--- src/rtl/pic_host_sequencer_pkg.sv ---
// Shared definitions for the interrupt-controller host sequencer: state
// encoding, ICW1 bit positions, A0 values and the write-list helper.
package pic_host_sequencer_pkg;

  typedef enum logic [3:0] {
    ST_IDLE   = 4'd0,
    ST_SETUP  = 4'd1,
    ST_STROBE = 4'd2,
    ST_HOLD   = 4'd3,
    ST_ACK1   = 4'd4,
    ST_AGAP   = 4'd5,
    ST_ACK2   = 4'd6,
    ST_CAPT   = 4'd7,
    ST_RECOV  = 4'd8
  } state_e;

  // ICW1 bit positions that steer the write list.
  localparam int unsigned ICW1_IC4  = 0;
  localparam int unsigned ICW1_SNGL = 1;

  // A0 selects the command (ICW1) or data (ICW2..ICW4) register.
  localparam logic A0_CMD  = 1'b0;
  localparam logic A0_DATA = 1'b1;

  localparam logic [1:0] IDX_ICW1 = 2'd0;
  localparam logic [1:0] IDX_ICW2 = 2'd1;
  localparam logic [1:0] IDX_ICW3 = 2'd2;
  localparam logic [1:0] IDX_ICW4 = 2'd3;

  // Returns {last, next_idx}: last=1 means the word at idx was the final
  // write; otherwise next_idx is the following word, with ICW3 skipped in
  // single mode and ICW4 skipped when IC4 is clear.
  function automatic logic [2:0] next_icw(input logic [1:0] idx,
                                          input logic [7:0] icw1);
    logic [2:0] r;
    r = {1'b1, IDX_ICW1};
    case (idx)
      IDX_ICW1: r = {1'b0, IDX_ICW2};
      IDX_ICW2: begin
        if (!icw1[ICW1_SNGL])    r = {1'b0, IDX_ICW3};
        else if (icw1[ICW1_IC4]) r = {1'b0, IDX_ICW4};
        else                     r = {1'b1, IDX_ICW1};
      end
      IDX_ICW3: begin
        if (icw1[ICW1_IC4]) r = {1'b0, IDX_ICW4};
        else                r = {1'b1, IDX_ICW1};
      end
      default:  r = {1'b1, IDX_ICW1};
    endcase
    return r;
  endfunction

endpackage

--- src/rtl/pic_host_sequencer_sync2.sv ---
// Two-flop synchronizer for a single asynchronous level.
module pic_host_sequencer_sync2 (
  input  logic clk,
  input  logic rst_n,
  input  logic d_i,
  output logic q_o
);

  logic meta_q;
  logic sync_q;

  // Shift the asynchronous level through two flops.
  always_ff @(posedge clk) begin
    if (!rst_n) begin
      meta_q <= 1'b0;
      sync_q <= 1'b0;
    end else begin
      meta_q <= d_i;
      sync_q <= meta_q;
    end
  end

  assign q_o = sync_q;

endmodule

--- src/rtl/pic_host_sequencer.sv ---
// Host-side bus master for the interrupt controller: writes the ICW1..ICW4
// initialization list, then answers INT with a two-pulse INTA_n cycle and
// captures the vector byte.
//
// Host handshake: start is a request sampled only while the sequencer is
// idle and no request is already pending; the cycle it is sampled high
// latches icw1..icw4 and clears init_done. busy is the "not ready" signal:
// while busy=1 start is dropped. init_done high means the list was written;
// vector_valid is a one-cycle strobe qualifying a fresh vector.
module pic_host_sequencer
  import pic_host_sequencer_pkg::*;
#(
  parameter int unsigned PULSE_W = 2,
  parameter int unsigned GAP     = 2
) (
  input  logic       clk,
  input  logic       rst_n,
  input  logic       start,
  input  logic [7:0] icw1,
  input  logic [7:0] icw2,
  input  logic [7:0] icw3,
  input  logic [7:0] icw4,
  input  logic       int_enable,
  input  logic       INT,
  input  logic [7:0] data_in,
  output logic       CS_n,
  output logic       WR_n,
  output logic       A0,
  output logic [7:0] data_out,
  output logic       data_oe,
  output logic       INTA_n,
  output logic       busy,
  output logic       init_done,
  output logic [7:0] vector,
  output logic       vector_valid,
  output state_e     dbg_state
);

  localparam int unsigned CNT_MAX = (PULSE_W > GAP) ? PULSE_W : GAP;
  localparam int unsigned CNT_W   = $clog2(CNT_MAX + 1);
  localparam logic [CNT_W-1:0] PW_LOAD  = CNT_W'(PULSE_W - 1);
  localparam logic [CNT_W-1:0] GAP_LOAD = CNT_W'(GAP - 1);

  state_e           state_q, state_d;
  logic [CNT_W-1:0] cnt_q, cnt_d;
  logic [1:0]       idx_q, idx_d;
  logic [3:0][7:0]  icw_q, icw_d;
  logic             start_q, start_d;
  logic             init_done_q, init_done_d;
  logic [7:0]       vector_q, vector_d;
  logic             int_s;
  logic [2:0]       nxt;
  logic             wr_phase;

  pic_host_sequencer_sync2 u_int_sync (
    .clk   (clk),
    .rst_n (rst_n),
    .d_i   (INT),
    .q_o   (int_s)
  );

  // State, timer, write index and latched host data.
  always_ff @(posedge clk) begin
    if (!rst_n) begin
      state_q     <= ST_IDLE;
      cnt_q       <= '0;
      idx_q       <= IDX_ICW1;
      icw_q       <= '0;
      start_q     <= 1'b0;
      init_done_q <= 1'b0;
      vector_q    <= '0;
    end else begin
      state_q     <= state_d;
      cnt_q       <= cnt_d;
      idx_q       <= idx_d;
      icw_q       <= icw_d;
      start_q     <= start_d;
      init_done_q <= init_done_d;
      vector_q    <= vector_d;
    end
  end

  // Next-state logic; the shared down-counter times every timed state and
  // a state is left on the cycle the counter reads zero.
  always_comb begin
    state_d     = state_q;
    cnt_d       = cnt_q;
    idx_d       = idx_q;
    icw_d       = icw_q;
    start_d     = start_q;
    init_done_d = init_done_q;
    vector_d    = vector_q;
    nxt         = next_icw(idx_q, icw_q[0]);

    case (state_q)
      ST_IDLE: begin
        // A pending or newly arriving start outranks the interrupt path.
        if (start_q) begin
          start_d = 1'b0;
          idx_d   = IDX_ICW1;
          state_d = ST_SETUP;
        end else if (start) begin
          start_d     = 1'b1;
          icw_d       = {icw4, icw3, icw2, icw1};
          init_done_d = 1'b0;
        end else if (init_done_q && int_enable && int_s) begin
          cnt_d   = PW_LOAD;
          state_d = ST_ACK1;
        end
      end
      ST_SETUP: begin
        cnt_d   = PW_LOAD;
        state_d = ST_STROBE;
      end
      ST_STROBE: begin
        if (cnt_q == '0) state_d = ST_HOLD;
        else             cnt_d   = cnt_q - 1'b1;
      end
      ST_HOLD: begin
        if (nxt[2]) begin
          init_done_d = 1'b1;
          state_d     = ST_IDLE;
        end else begin
          idx_d   = nxt[1:0];
          state_d = ST_SETUP;
        end
      end
      ST_ACK1: begin
        if (cnt_q == '0) begin
          cnt_d   = GAP_LOAD;
          state_d = ST_AGAP;
        end else begin
          cnt_d = cnt_q - 1'b1;
        end
      end
      ST_AGAP: begin
        if (cnt_q == '0) begin
          cnt_d   = PW_LOAD;
          state_d = ST_ACK2;
        end else begin
          cnt_d = cnt_q - 1'b1;
        end
      end
      ST_ACK2: begin
        // The bus value on the last low cycle of the second pulse is the vector.
        if (cnt_q == '0) begin
          vector_d = data_in;
          state_d  = ST_CAPT;
        end else begin
          cnt_d = cnt_q - 1'b1;
        end
      end
      ST_CAPT: begin
        cnt_d   = GAP_LOAD;
        state_d = ST_RECOV;
      end
      ST_RECOV: begin
        if (cnt_q == '0) state_d = ST_IDLE;
        else             cnt_d   = cnt_q - 1'b1;
      end
      default: state_d = ST_IDLE;
    endcase
  end

  // Bus and status outputs decoded from the current state.
  always_comb begin
    wr_phase     = (state_q == ST_SETUP) || (state_q == ST_STROBE) ||
                   (state_q == ST_HOLD);
    CS_n         = 1'b1;
    WR_n         = 1'b1;
    A0           = A0_CMD;
    data_out     = '0;
    data_oe      = 1'b0;
    INTA_n       = 1'b1;
    busy         = (state_q != ST_IDLE);
    init_done    = init_done_q;
    vector       = vector_q;
    vector_valid = (state_q == ST_CAPT);
    dbg_state    = state_q;
    if (wr_phase) begin
      CS_n     = 1'b0;
      data_oe  = 1'b1;
      A0       = (idx_q == IDX_ICW1) ? A0_CMD : A0_DATA;
      data_out = icw_q[idx_q];
      WR_n     = (state_q != ST_STROBE);
    end
    if ((state_q == ST_ACK1) || (state_q == ST_ACK2)) INTA_n = 1'b0;
  end

endmodule

--- config.mk ---
export PLATFORM = sky130hd
export DESIGN_NAME = pic_host_sequencer
export DESIGN_NICKNAME = d
export VERILOG_FILES = /design/src/rtl/pic_host_sequencer_pkg.sv /design/src/rtl/pic_host_sequencer_sync2.sv /design/src/rtl/pic_host_sequencer.sv
export SDC_FILE = /design/constraint.sdc
export NUM_CORES = 1
export LEC_CHECK = 0
export BUFFER_PORTS_ARGS = -buffer_cell sky130_fd_sc_hd__buf_4
export CORE_ASPECT_RATIO = 1.75
export CORE_MARGIN = 3
export CORE_UTILIZATION = 55
export DETAILED_ROUTE_END_ITERATION = 6
export PLACE_DENSITY = 0.85
export REMOVE_ABC_BUFFERS = 1
export SYNTH_ARGS = -nofsm -noshare
export SYNTH_HDL_FRONTEND = slang
export SYNTH_SLANG_ARGS = --single-unit
--- constraint.sdc ---
create_clock -name clk -period 2.95 [get_ports clk]
set_input_delay 0.295 -clock clk [delete_from_list [all_inputs] [get_ports clk]]
set_output_delay 0.295 -clock clk [all_outputs]
set_load 0.005 [all_outputs]
Word level (Yosys, flattened, before mapping)
Cells that the tools add are included.
- word-level logic and storage cells: 98
- register bits: 52
- output and inout port bits: 28
- magnitude comparators: 1
- bitwise gates (word level): 1
- reductions and logical operators: 20
- mux-type cells: 37
- eq/ne operators: 26
- $add $sub $neg: 1
- operators with widths (operator ; count):
    one-hot mux 4 bit (9 select lines) ; 1
    two-way mux 4 bit ; 8
    inequality test 2 bit, second input constant ; 13
    binary-select mux 8 bit (select 2 bit) ; 1
    == test 4 x 3 -> 1 bit, second input constant ; 4
    two-way mux 8 bit ; 2
    two-way mux 2 bit ; 7
    two-way mux 1 bit ; 12
    one-hot mux 3 bit (3 select lines) ; 1
    == test 4 x 2 -> 1 bit, second input constant ; 2
    one-hot mux 2 bit (4 select lines) ; 1
    nonzero test 4 bit ; 2
    AND reduction 7 bit ; 1
    two-way mux 3 bit ; 2
    inequality test 3 bit, second input constant ; 2
    AND reduction 3 bit ; 2
    AND reduction 5 bit ; 1
    == test 4 x 1 -> 1 bit, second input constant ; 1
    == test 4 bit, second input constant ; 1
    zero test 2 bit ; 2
    zero test 4 bit ; 1
    inequality test 4 x 2 -> 1 bit, second input constant ; 1
    one-hot mux 2 bit (2 select lines) ; 1
    AND reduction 4 bit ; 1
    other kinds (12) ; 16

Depth between registers and ports, before layout
Gate-level depths: netlist of run 1.
- word-level depth: 6
- mapped depth: 7
- mapped depth without buffers: 7

Modules after synthesis
Synthesis of run 1 repeated with hierarchy kept, for this count alone.
- cells, all modules: 287
- area, all modules: 2433.6 µm²
- modules (own cells, without submodules) (module ; cells each ; area an instance (µm²) ; times used ; sequential area each (µm²)):
    pic_host_sequencer ; 283 ; 2381.0 ; 1 ; 1001.0
    pic_host_sequencer_sync2 ; 4 ; 52.6 ; 1 ; 40.0

Worst setup path before layout of run 1
OpenSTA, ideal clock, no wires.
- kind: register to output
- from: register idx_q[0]
- to: output data_out[6]
- stages on the path, launching flop included: 5
- path slack: 1.296 ns
- data arrival time: 1.359 ns
- path buffers: 2
- data required time: 2.655 ns
- path through: dfxtp_1 > buf_2 > buf_2 > mux4_2 > nor2b_1
- word-level cells in the longest chain between the ends: 3
- RTL lines (element ; line ; source):
    start: declaration ; pic_host_sequencer.sv:46 ; logic [1:0] idx_q, idx_d;
    start signal: assignment ; pic_host_sequencer.sv:75 ; idx_q <= idx_d;
    binary-select mux 8 bit (select 2 bit) ; pic_host_sequencer.sv:184 ; data_out = icw_q[idx_q];
    two-way mux 8 bit (not written as such) ; pic_host_sequencer.sv:184 ;
    two-way mux 8 bit ; pic_host_sequencer.sv:180 ; if (wr_phase) begin
    end: declaration ; pic_host_sequencer.sv:29 ; output logic [7:0] data_out,
No other way between the ends. The select of a mux whose other input is x is not followed.

Worst setup path after layout of run 1
Ends and elaborated chain as after synthesis.

==> results by group, run 1 <==
Run status
  • Status: completed

Timing
  • Final Max Tran Viols: 0
  • Hold slack: 206 ps
  • Worst-margin pin slew: 792 ps
  • Max Freq: 438 MHz
  • RSZ-0062 raised after global routing: no
  • Setup_tns: 0 ps
  • Tmin final: 2280 ps
  • Final Skew: 7.81 ps
  • Final setup fails: 0
  • Hold Vio Cnt, Final: 0
  • Slew headroom: 47.1%
  • Period utilization: 77.3%

Setup path
  • Reg2reg setup slack: 960 ps
  • Crit path kind: flip-flop to output port
  • R2r startpoint: dbg_state[0]$_SDFFE_PN0P_
  • Startpoint types: flip-flop
  • CP Max Fanout: 14
  • Crit path DAT: 1990 ps
  • Worst flop-to-flop path endpoint: init_done$_SDFFE_PN0P_
  • Worst setup EP type: output port
  • Req. time, crit path: 2650 ps
  • R2R depth: 4

CTS
  • # hold bufs at CTS: 0
  • CTS Sinks: between 50 and 60
  • CTS clk-pin slew, worst paths: around 90 ps
  • CTS tree: done
  • # resized after CTS: 0
  • Clk_lat worst skew: 300 ps
  • CTS Buf Count: 5
  • Htree depth: 2
  • Clock Tree Buf Depth: 2
  • Setup bufs post-CTS: 0
  • Root buffer cell: clkbuf_8

Finish
  • Nets: roughly 400
  • Utilization after layout: about three quarters
  • Share of post-route cells with drive strength above 1: 28.2%
  • # fillers: 333
  • Antenna cell count: 0
  • Final Non-Filler Cells: 400
  • Area Growth Syn to Fin: 28.0%

Logic synthesis
  • Post-synth top flop: dfxtp_1
  • Mean Syn Cell Area: approximately 8.4 sq um
  • Distinct cells, synth: 34
  • Part of the Yosys area used for sequential elements: 43.2%
  • Async SR Flop Fraction: 0%
  • Synth Warn #: 0
  • Synth Cell Area: 0.00241 sq mm
  • Number of synthesized flops with an enable pin: 0
  • Register bit total from synthesis: 52
  • Cells after synthesis: 287

Pwr
  • Net Sw Frac: between 30% and 40%
  • Power Total: 0.00225 W
  • Leak Pwr: 1.32 nW
  • Gate power share: 34.4%
  • P_sw: 0.000755 W
  • Power share of the clock group: a little under a quarter
  • Sequential group share of total power: between 40% and 50%
  • Int Pwr: 0.00150 W
  • Max VDD drop: between 0.6 and 0.7 mV
  • P per Cell Area: 731 mW/mm^2

Global routing
  • All-Layer GR Usage: 21.1%
  • Initial antenna violation count: 0
  • Grt total ovfl: 0
  • Global-route wire length before repair: 8950 microns
  • Number of global-route vias before repair: 2012
  • Largest net degree at the start of global routing: 35

Route
  • TritonRoute pass-1 iters: 4
  • Routed Antenna Nets: 0
  • Initial DRC Count: 75
  • Drc violations: 0
  • DR vias/cell: between 5 and 6
  • DR vias: 2162
  • DR WL/cell: 13.5 microns
  • Drt total wl: between 5000 and 6000 microns

Min path
  • Hold Path Class: primary input to flip-flop
  • Worst hold path startpoint: INT
  • Hold Path Stages: 2
  • Hold EP: u_int_sync.meta_q$_SDFF_PN0_

Placement
  • Gpl congestion: 0.833
  • Detailed placement HPWL: 3860 microns
  • Dpl cells: roughly 390
  • PortBufs: a little over 70

Floorplan
  • Initial Util: 57.5%
  • Die Ht: a little over 90 microns
  • DIE AREA: approximately 0.0052 sq mm
  • Die width: 56.0 microns
  • # IOs: 73
  • Row Count: 31
  • Core ar.: 0.00419 sq mm

Run
  • Max-Cap Viols: 0
-- cells in the final DEF, fill, tap and decap left out, types with 6 or more instances in the layout --
cell type,n
buf_4,75
dfxtp_1,52
mux4_2,7
nand2_1,73
mux2i_1,11
clkbuf_8,7
a21oi_1,39
nand2b_1,7
nor2b_1,11
inv_1,6
nor2_1,22
-- metrics by stage --
stage,cell area (sq um),setup WS (ps)
2_1_floorplan,2310,1100
3_3_place_gp,2960,998
3_5_place_dp,2960,969
4_1_cts,3080,608
5_1_grt,3080,533
6_report,3080,668
-- worst max-delay path: stages, from the launching register on --
cell and delay, ps:
dfxtp_1 810, mux4_2 590, nor2b_1 160, buf_4 130
-- layer usage --
layer	part of all wire [%]	global-route usage (%)
met1	39	24.1
met5	0	0
met3	4.3	3.73
met2	55	39.3
met4	1.8	6.34
-- area by class of cell --
class	count	area (sq um)	area share [%]
Multi-Input combinational cell	208	1240	40.4
Clock buffer	7	96.3	3.12
Tap cell	49	61.3	1.99
Inverter	7	26.3	0.852
Sequential cell	52	1040	33.8
Timing Repair Buffer	76	583	18.9
Clock inverter	1	30.0	0.974
-- flip-flops by register name (all words and copies together) (netlist names) --
signal	flops
dbg_state	4
u_int_sync.q_o	1
vector	8
u_int_sync.meta_q	1
start_q	1
icw_q	32
idx_q	2
init_done	1
cnt_q	2
-- worst max path at each step --
stage | cells after the start | startpoint | slack (ps) | endpoint
2_1_floorplan | 5 | dbg_state[3]$_SDFFE_PN0P_ | 1100 | icw_q[0]$_SDFFE_PN0P_
6_report | 3 | idx_q[0]$_SDFFE_PN0P_ | 670 | data_out[6]
3_3_place_gp | 3 | idx_q[0]$_SDFFE_PN0P_ | 1000 | data_out[1]
3_5_place_dp | 4 | dbg_state[0]$_SDFFE_PN0P_ | 970 | init_done$_SDFFE_PN0P_
5_1_grt | 3 | idx_q[0]$_SDFFE_PN0P_ | 530 | data_out[6]
4_1_cts | 3 | idx_q[0]$_SDFFE_PN0P_ | 610 | data_out[6]
-- cell usage after synthesis, types with 3 or more instances --
cell | n | area (sq um)
nand2_1 | 73 | 274
dfxtp_1 | 52 | 1040
a21oi_1 | 39 | 195
nor2_1 | 22 | 82.6
clkbuf_1 | 11 | 41.3
mux2i_1 | 11 | 110
nor2b_1 | 11 | 68.8
mux4_2 | 7 | 158
nand2b_1 | 7 | 43.8
inv_1 | 6 | 22.5
buf_2 | 5 | 25.0
a211oi_1 | 4 | 30.0
a22oi_1 | 4 | 30.0
buf_4 | 4 | 30.0
o21ai_0 | 4 | 20.0
o21bai_1 | 3 | 22.5
-- power groups by stage --
stage	Combinational [W]	Sequential, W	Clock, W
final	0.000776	0.000954	0.000523
after CTS	0.000781	0.000954	0.000531
after detailed placement	0.000777	0.000970	0
after floorplan	0.000524	0.000938	0
after global placement	0.000759	0.000958	0
after global routing	0.000872	0.000972	0.000564
-- kinds of logic (layout without fill, tap and decap cells) --
family / Yosys count / in the layout / synth area share, %
AO/OA/AOI/OAI: 59 / 59 / 14.0
adder cells (fa/ha/maj): 2 / 2 / 1.04
buffers and inverters: 27 / 91 / 5.09
flip-flops: 52 / 52 / 43.2
multiplexers: 18 / 18 / 11.1
AND/OR/NAND/NOR: 129 / 129 / 25.5
No activity file was read; power rests on OpenSTA's default activity.
==> inputs of run 2 (changes only) <==
- CORE_UTILIZATION: 55 -> 46
- PLACE_DENSITY: 0.85 -> 0.76
- clock period: 2.95 -> 2 ns (I/O delays scaled with it)
==> run 2 against run 1 <==
Global-route usage decreased by 3.0 points. Final cell count increased by 2.0%. Worst setup slack got worse by 600 ps. Critical path type unchanged.
==> results by group, run 2 (synthesis results as in run 1) <==
Setup path
  • Worst setup EP type: output port
  • Req. time, crit path: 1800 ps (-850 ps)
  • Startpoint types: flip-flop
  • CP Max Fanout: 12 (-2)
  • Crit path kind: flip-flop to output port
  • Crit path DAT: 1730 ps (-260 ps)

Timing
  • Worst-margin pin slew: 542 ps (-250 ps)
  • Setup_tns: 0 ps (unchanged)
  • Hold slack: 105 ps (-101 ps)
  • Period utilization: 96.7%
  • Tmin final: 1930 ps
  • Final Skew: 7.96 ps (+0.153 ps)
  • Final setup fails: 0 (unchanged)
  • Max Freq: around 520 MHz
  • RSZ-0062 raised after global routing: no
  • Final worst slack: 66.5 ps (-602 ps)
  • Hold Vio Cnt, Final: 0 (unchanged)
  • Slew headroom: 63.8% (+17 points)
  • Final Max Tran Viols: 0 (unchanged)

Global routing
  • GRT busiest layer: met2
  • All-Layer GR Usage: 18.1% (-3.0 points)
  • Grt total ovfl: 0 (unchanged)
  • Global-route wire length before repair: 8620 microns (-3.7%)
  • Number of global-route vias before repair: 2019 (+0.35%)
  • GR Util met2: 32.9% (-6.4 points)
  • Met3 Use GR: 2.93% (-0.80 points)
  • Initial antenna violation count: 0 (unchanged)
  • Grt met1 use: 20.3% (-3.7 points)
  • Largest net degree at the start of global routing: 50 (+43%)

Finish
  • Most frequent cells in the layout: 78 x buf_4, 73 x nand2_1, 51 x dfxtp_1
  • Share of post-route cells with drive strength above 1: 29.1% (+0.89 points)
  • Area Growth Syn to Fin: 28.0% (unchanged)
  • Register name with the most flops: icw_q
  • Nets: 400 (+0.76%)
  • Leading cell type in the layout, fill and taps excluded: buf_4
  • Antenna cell count: 0 (unchanged)
  • Max reg flops: 32 (unchanged)

Floorplan
  • Die width: 60.7 microns (+8.3%)
  • Core ar.: 0.00502 sq mm (+20%)
  • Row Count: 34 (+9.7%)
  • Initial Util: 48.0% (-9.5 points)
  • # IOs: 73 (unchanged)
  • DIE AREA: 0.00617 sq mm (+18%)
  • Die Ht: 102 microns (+8.8%)

CTS
  • CTS clk-pin slew, worst paths: 90 ps (about the same)
  • Clk_lat worst skew: 300 ps (about the same)
  • CTS tree: done
  • Root buffer cell: clkbuf_8
  • CTS Sinks: 52 (unchanged)
  • Clock Tree Buf Depth: 2 (unchanged)
  • Htree depth: 2 (unchanged)
  • # hold bufs at CTS: 0 (unchanged)
  • CTS Buf Count: 5 (unchanged)

Min path
  • Hold Path Class: primary input to flip-flop

Run
  • Max-Cap Viols: 0 (unchanged)

Placement
  • Gpl congestion: 0.838 (+0.65%)
  • PortBufs: 72 (unchanged)
  • Pre-CTS WS: 306 ps (-663 ps)
  • Detailed placement HPWL: 3870 microns (+0.32%)

Pwr
  • Leak Pwr: 1.32 nW (about the same)
  • P per Cell Area: 1040 mW/mm^2 (+42%)
  • Max VDD drop: 0.602 mV (-11%)
  • Power Total: 0.00320 W (+42%)

Route
  • Drt total wl: 5300 microns (-1.6%)
  • Drc violations: 0 (unchanged)
  • DR vias/cell: 5.26 (-2.6%)
  • TritonRoute pass-1 iters: 4 (unchanged)
  • Initial DRC Count: 126 (+68%)
  • Routed Antenna Nets: 0 (unchanged)
  • DR vias: 2148 (-0.65%)
  • DR WL/cell: 13.0 microns (-3.5%)

Run status
  • Status: completed
run 2: repair_timing:
item                                    CTS  global route
endpoints found under the setup margin    0             5
setup buffers                             0             0
gates resized for setup                   0             1
endpoints found under the hold margin     0             0
run 2: area by class of cell:
cell class                 count  area (sq um)
clock buffer                   6          82.6
clock inverter                 2          13.8
fill                         483          1940
inverter                       7          26.3
multi-input combinational    208          1240
sequential                    52          1040
tap                           54          67.6
timing repair buffer          79           606
run 2: layer usage:
metal	part of all wire (%)	up-vias	routed length, microns
met4	2.1	0	112
met2	56	52	2960
met5	0	-	0
met3	3.6	11	190
li1	-	1095	-
met1	38	990	2040
run 2: power by group:
group          total [W]  switching [W]  internal [W]
clock           0.000622       0.000339      0.000283
sequential       0.00139       0.000169       0.00123
combinational    0.00119       0.000606      0.000580
run 2: stage by stage:
step | cells | instance area, sq um | util [%]
after floorplan | 267 | 2310 | -
after detailed placement | 400 | 2990 | 59.5
final | 408 | 3080 | 61.4
after CTS | 408 | 3080 | 61.4
after global placement | 400 | 2990 | 59.5
after global routing | 408 | 3080 | 61.4
run 2: worst max-delay path, cell delays in order, from the launching register on:
cell and delay [ps]:
dfxtp_1 460, nor2_1 280, o21ai_1 180, a211oi_1 340, buf_4 180
run 2: worst paths after layout:
path	start	endpoint	slack, ps	cells after the start
max	dbg_state[3]$_SDFFE_PN0P_	data_out[0]	70	4
min	INT	u_int_sync.meta_q$_SDFF_PN0_	110	2
max reg2reg	dbg_state[1]$_SDFFE_PN0P_	dbg_state[0]$_SDFFE_PN0P_	280	5
min reg2reg	u_int_sync.meta_q$_SDFF_PN0_	u_int_sync.q_o$_SDFF_PN0_	450	1
==> inputs of run 3 (changes only) <==
- clock period: 2 -> 1.77 ns (I/O delays scaled with it)
==> run 3 against run 2 <==
Clock skew shrank 2.5 ps. First-iteration DRC count shrank 48%. Sequential power grew 12%. Combinational power grew 23%. Sequential cell count is the same. Global-route usage grew 0.80 points. Core utilization grew 3.0 points. Worst setup slack lost 12 ps. Non-clock buffer count grew 12. Critical endpoint is now data_out[3]. Largest cell class unchanged. Highest routed layer unchanged.
==> results by group, run 3 (synthesis results as in run 1) <==
Finish
  • Leading cell type in the layout, fill and taps excluded: buf_4
  • Area Growth Syn to Fin: 34.3%
  • Register name with the most flops: icw_q
  • Share of post-route cells with drive strength above 1: 33.5% (+4.4 points)
  • Most frequent cells in the layout: 84 x buf_4, 73 x nand2_1, 49 x dfxtp_1
  • Nets: 412 (+3.0%)
  • Antenna cell count: 0 (unchanged)
  • Max reg flops: 32 (unchanged)

CTS
  • Clk_lat worst skew: 290 ps (about the same)
  • Root buffer cell: clkbuf_8
  • Clock Tree Buf Depth: 2 (unchanged)
  • CTS clk-pin slew, worst paths: 80 ps (about the same)
  • # hold bufs at CTS: 0 (unchanged)
  • CTS Buf Count: 5 (unchanged)
  • CTS Sinks: 52 (unchanged)
  • CTS tree: done
  • Htree depth: 2 (unchanged)

Route
  • DR vias: 2191 (+2.0%)
  • Routed Antenna Nets: 0 (unchanged)
  • Initial DRC Count: 65 (-48%)
  • TritonRoute pass-1 iters: 4 (unchanged)
  • Drt total wl: 5500 microns (+3.8%)
  • DR WL/cell: 13.2 microns (+1.3%)
  • Drc violations: 0 (unchanged)
  • DR vias/cell: 5.24 (-0.44%)

Pwr
  • P per Cell Area: 1170 mW/mm^2 (+12%)
  • Sequential group share of total power: 41.4% (-2.1 points)
  • P_sw: 0.00126 W (+13%)
  • Power share of the clock group: 19.9% (+0.5 points)
  • Net Sw Frac: 33.4% (-1.4 points)
  • Max VDD drop: 0.979 mV (+63%)
  • Leak Pwr: 1.39 nW (+5.5%)
  • Gate power share: 38.7% (+1.7 points)
  • Int Pwr: 0.00252 W (+20%)

Run status
  • Status: completed

Run
  • Max-Cap Viols: 0 (unchanged)

Timing
  • Tmin final: 1720 ps
  • Max Freq: roughly 580 MHz
  • Final Skew: 5.49 ps (-2.47 ps)
  • Final worst slack: 54.0 ps (-12.5 ps)
  • Final Max Tran Viols: 0 (unchanged)
  • Hold Vio Cnt, Final: 0 (unchanged)
  • Slew headroom: 65.8% (+2.0 points)
  • Worst-margin pin slew: 513 ps (-28.7 ps)
  • Period utilization: 96.9%
  • Setup_tns: 0 ps (unchanged)
  • Final setup fails: 0 (unchanged)
  • RSZ-0062 raised after global routing: yes

Placement
  • Pre-CTS WS: 137 ps (-169 ps)
  • Detailed placement HPWL: 4010 microns (+3.5%)
  • Gpl congestion: 0.906 (+8.1%)
  • PortBufs: 72 (unchanged)

Global routing
  • Grt total ovfl: 0 (unchanged)
  • Global-route wire length before repair: 9020 microns (+4.6%)
  • All-Layer GR Usage: 18.9% (+0.80 points)
  • Initial antenna violation count: 0 (unchanged)
  • Largest net degree at the start of global routing: 50 (unchanged)
  • Number of global-route vias before repair: 2152 (+6.6%)

Floorplan
  • # IOs: 73 (unchanged)
  • Row Count: 34 (unchanged)
  • Die width: 60.7 microns (unchanged)
  • Die Ht: 102 microns (unchanged)
  • Core ar.: 0.00502 sq mm (unchanged)
  • Initial Util: 48.0% (unchanged)
  • DIE AREA: 0.00617 sq mm (unchanged)

Setup path
  • Crit path DAT: 1540 ps (-190 ps)
  • Req. time, crit path: 1590 ps (-210 ps)
  • CP Max Fanout: 6 (-6)
  • Startpoint types: flip-flop
  • Crit path kind: flip-flop to output port
  • Worst setup EP type: output port

Min path
  • Hold Path Class: primary input to flip-flop
## run 3: cell types whose count changed in the layout (fill, tap and decap cells not counted), moves of 2 or more
cell,before,now
buf_6,0,5
buf_4,78,84
nor2b_1,11,6
nor2b_4,0,4
dfxtp_2,1,3
dfxtp_1,51,49
## run 3: power by group through the flow
stage | Clock [W] | Sequential [W] | Combinational (W)
5_1_grt | 0.000826 | 0.00159 | 0.00164
3_3_place_gp | 0 | 0.00157 | 0.00141
3_5_place_dp | 0 | 0.00158 | 0.00143
4_1_cts | 0.000775 | 0.00156 | 0.00144
2_1_floorplan | 0 | 0.00156 | 0.000873
6_report | 0.000753 | 0.00156 | 0.00146
## run 3: routing by layer
layer,GRT usage (%),vias up,share of wire [%]
met3,3.57,9,3.3
met5,0,-,0
met2,35.9,41,57
met4,6.84,0,2.0
met1,19.6,1030,37
li1,-,1111,-
## run 3: per-stage QoR
stage	hold slack [ps]	util (%)	cell area, sq um	power, W	instances
2_1_floorplan	295	-	2310	0.00244	267
3_3_place_gp	394	60.8	3050	0.00297	409
3_5_place_dp	393	60.8	3050	0.00301	409
4_1_cts	89.3	63.4	3180	0.00378	418
5_1_grt	96.7	64.4	3230	0.00406	418
6_report	93.4	64.4	3230	0.00378	418
## run 3: what timing repair did
| item | CTS | global route |
|---|---|---|
| resized for setup | 5 | 13 |
| setup endpoints to repair | 10 | 8 |
| hold endpoints to repair | 0 | 0 |
| gates cloned | 1 | 0 |
| setup buffers | 2 | 0 |
## run 3: final timing paths
path,from,endpoint,slack [ps],cells after the start
worst max register to register,cnt_q[0]$_SDFFE_PN0P_,dbg_state[0]$_SDFFE_PN0P_,190,6
worst min-delay path,INT,u_int_sync.meta_q$_SDFF_PN0_,90,2
worst max-delay path,idx_q[0]$_SDFFE_PN0P_,data_out[3],50,4
worst min register to register,u_int_sync.meta_q$_SDFF_PN0_,u_int_sync.q_o$_SDFF_PN0_,440,1
## run 3: critical path, cell delays in order (launching register included)
cell and delay [ps]:
dfxtp_2 350, buf_6 140, mux4_2 500, nor2b_4 150, buf_6 110
## run 3: layout make-up
| cell class | count | area (sq um) |
|---|---|---|
| clock buffers | 5 | 68.8 |
| flip-flops and latches | 52 | 1040 |
| inverters | 7 | 26.3 |
| clock inverters | 1 | 30.0 |
| fillers | 472 | 1790 |
| multi-input cells | 208 | 1280 |
| repair buffers | 91 | 712 |
| well taps | 54 | 67.6 |
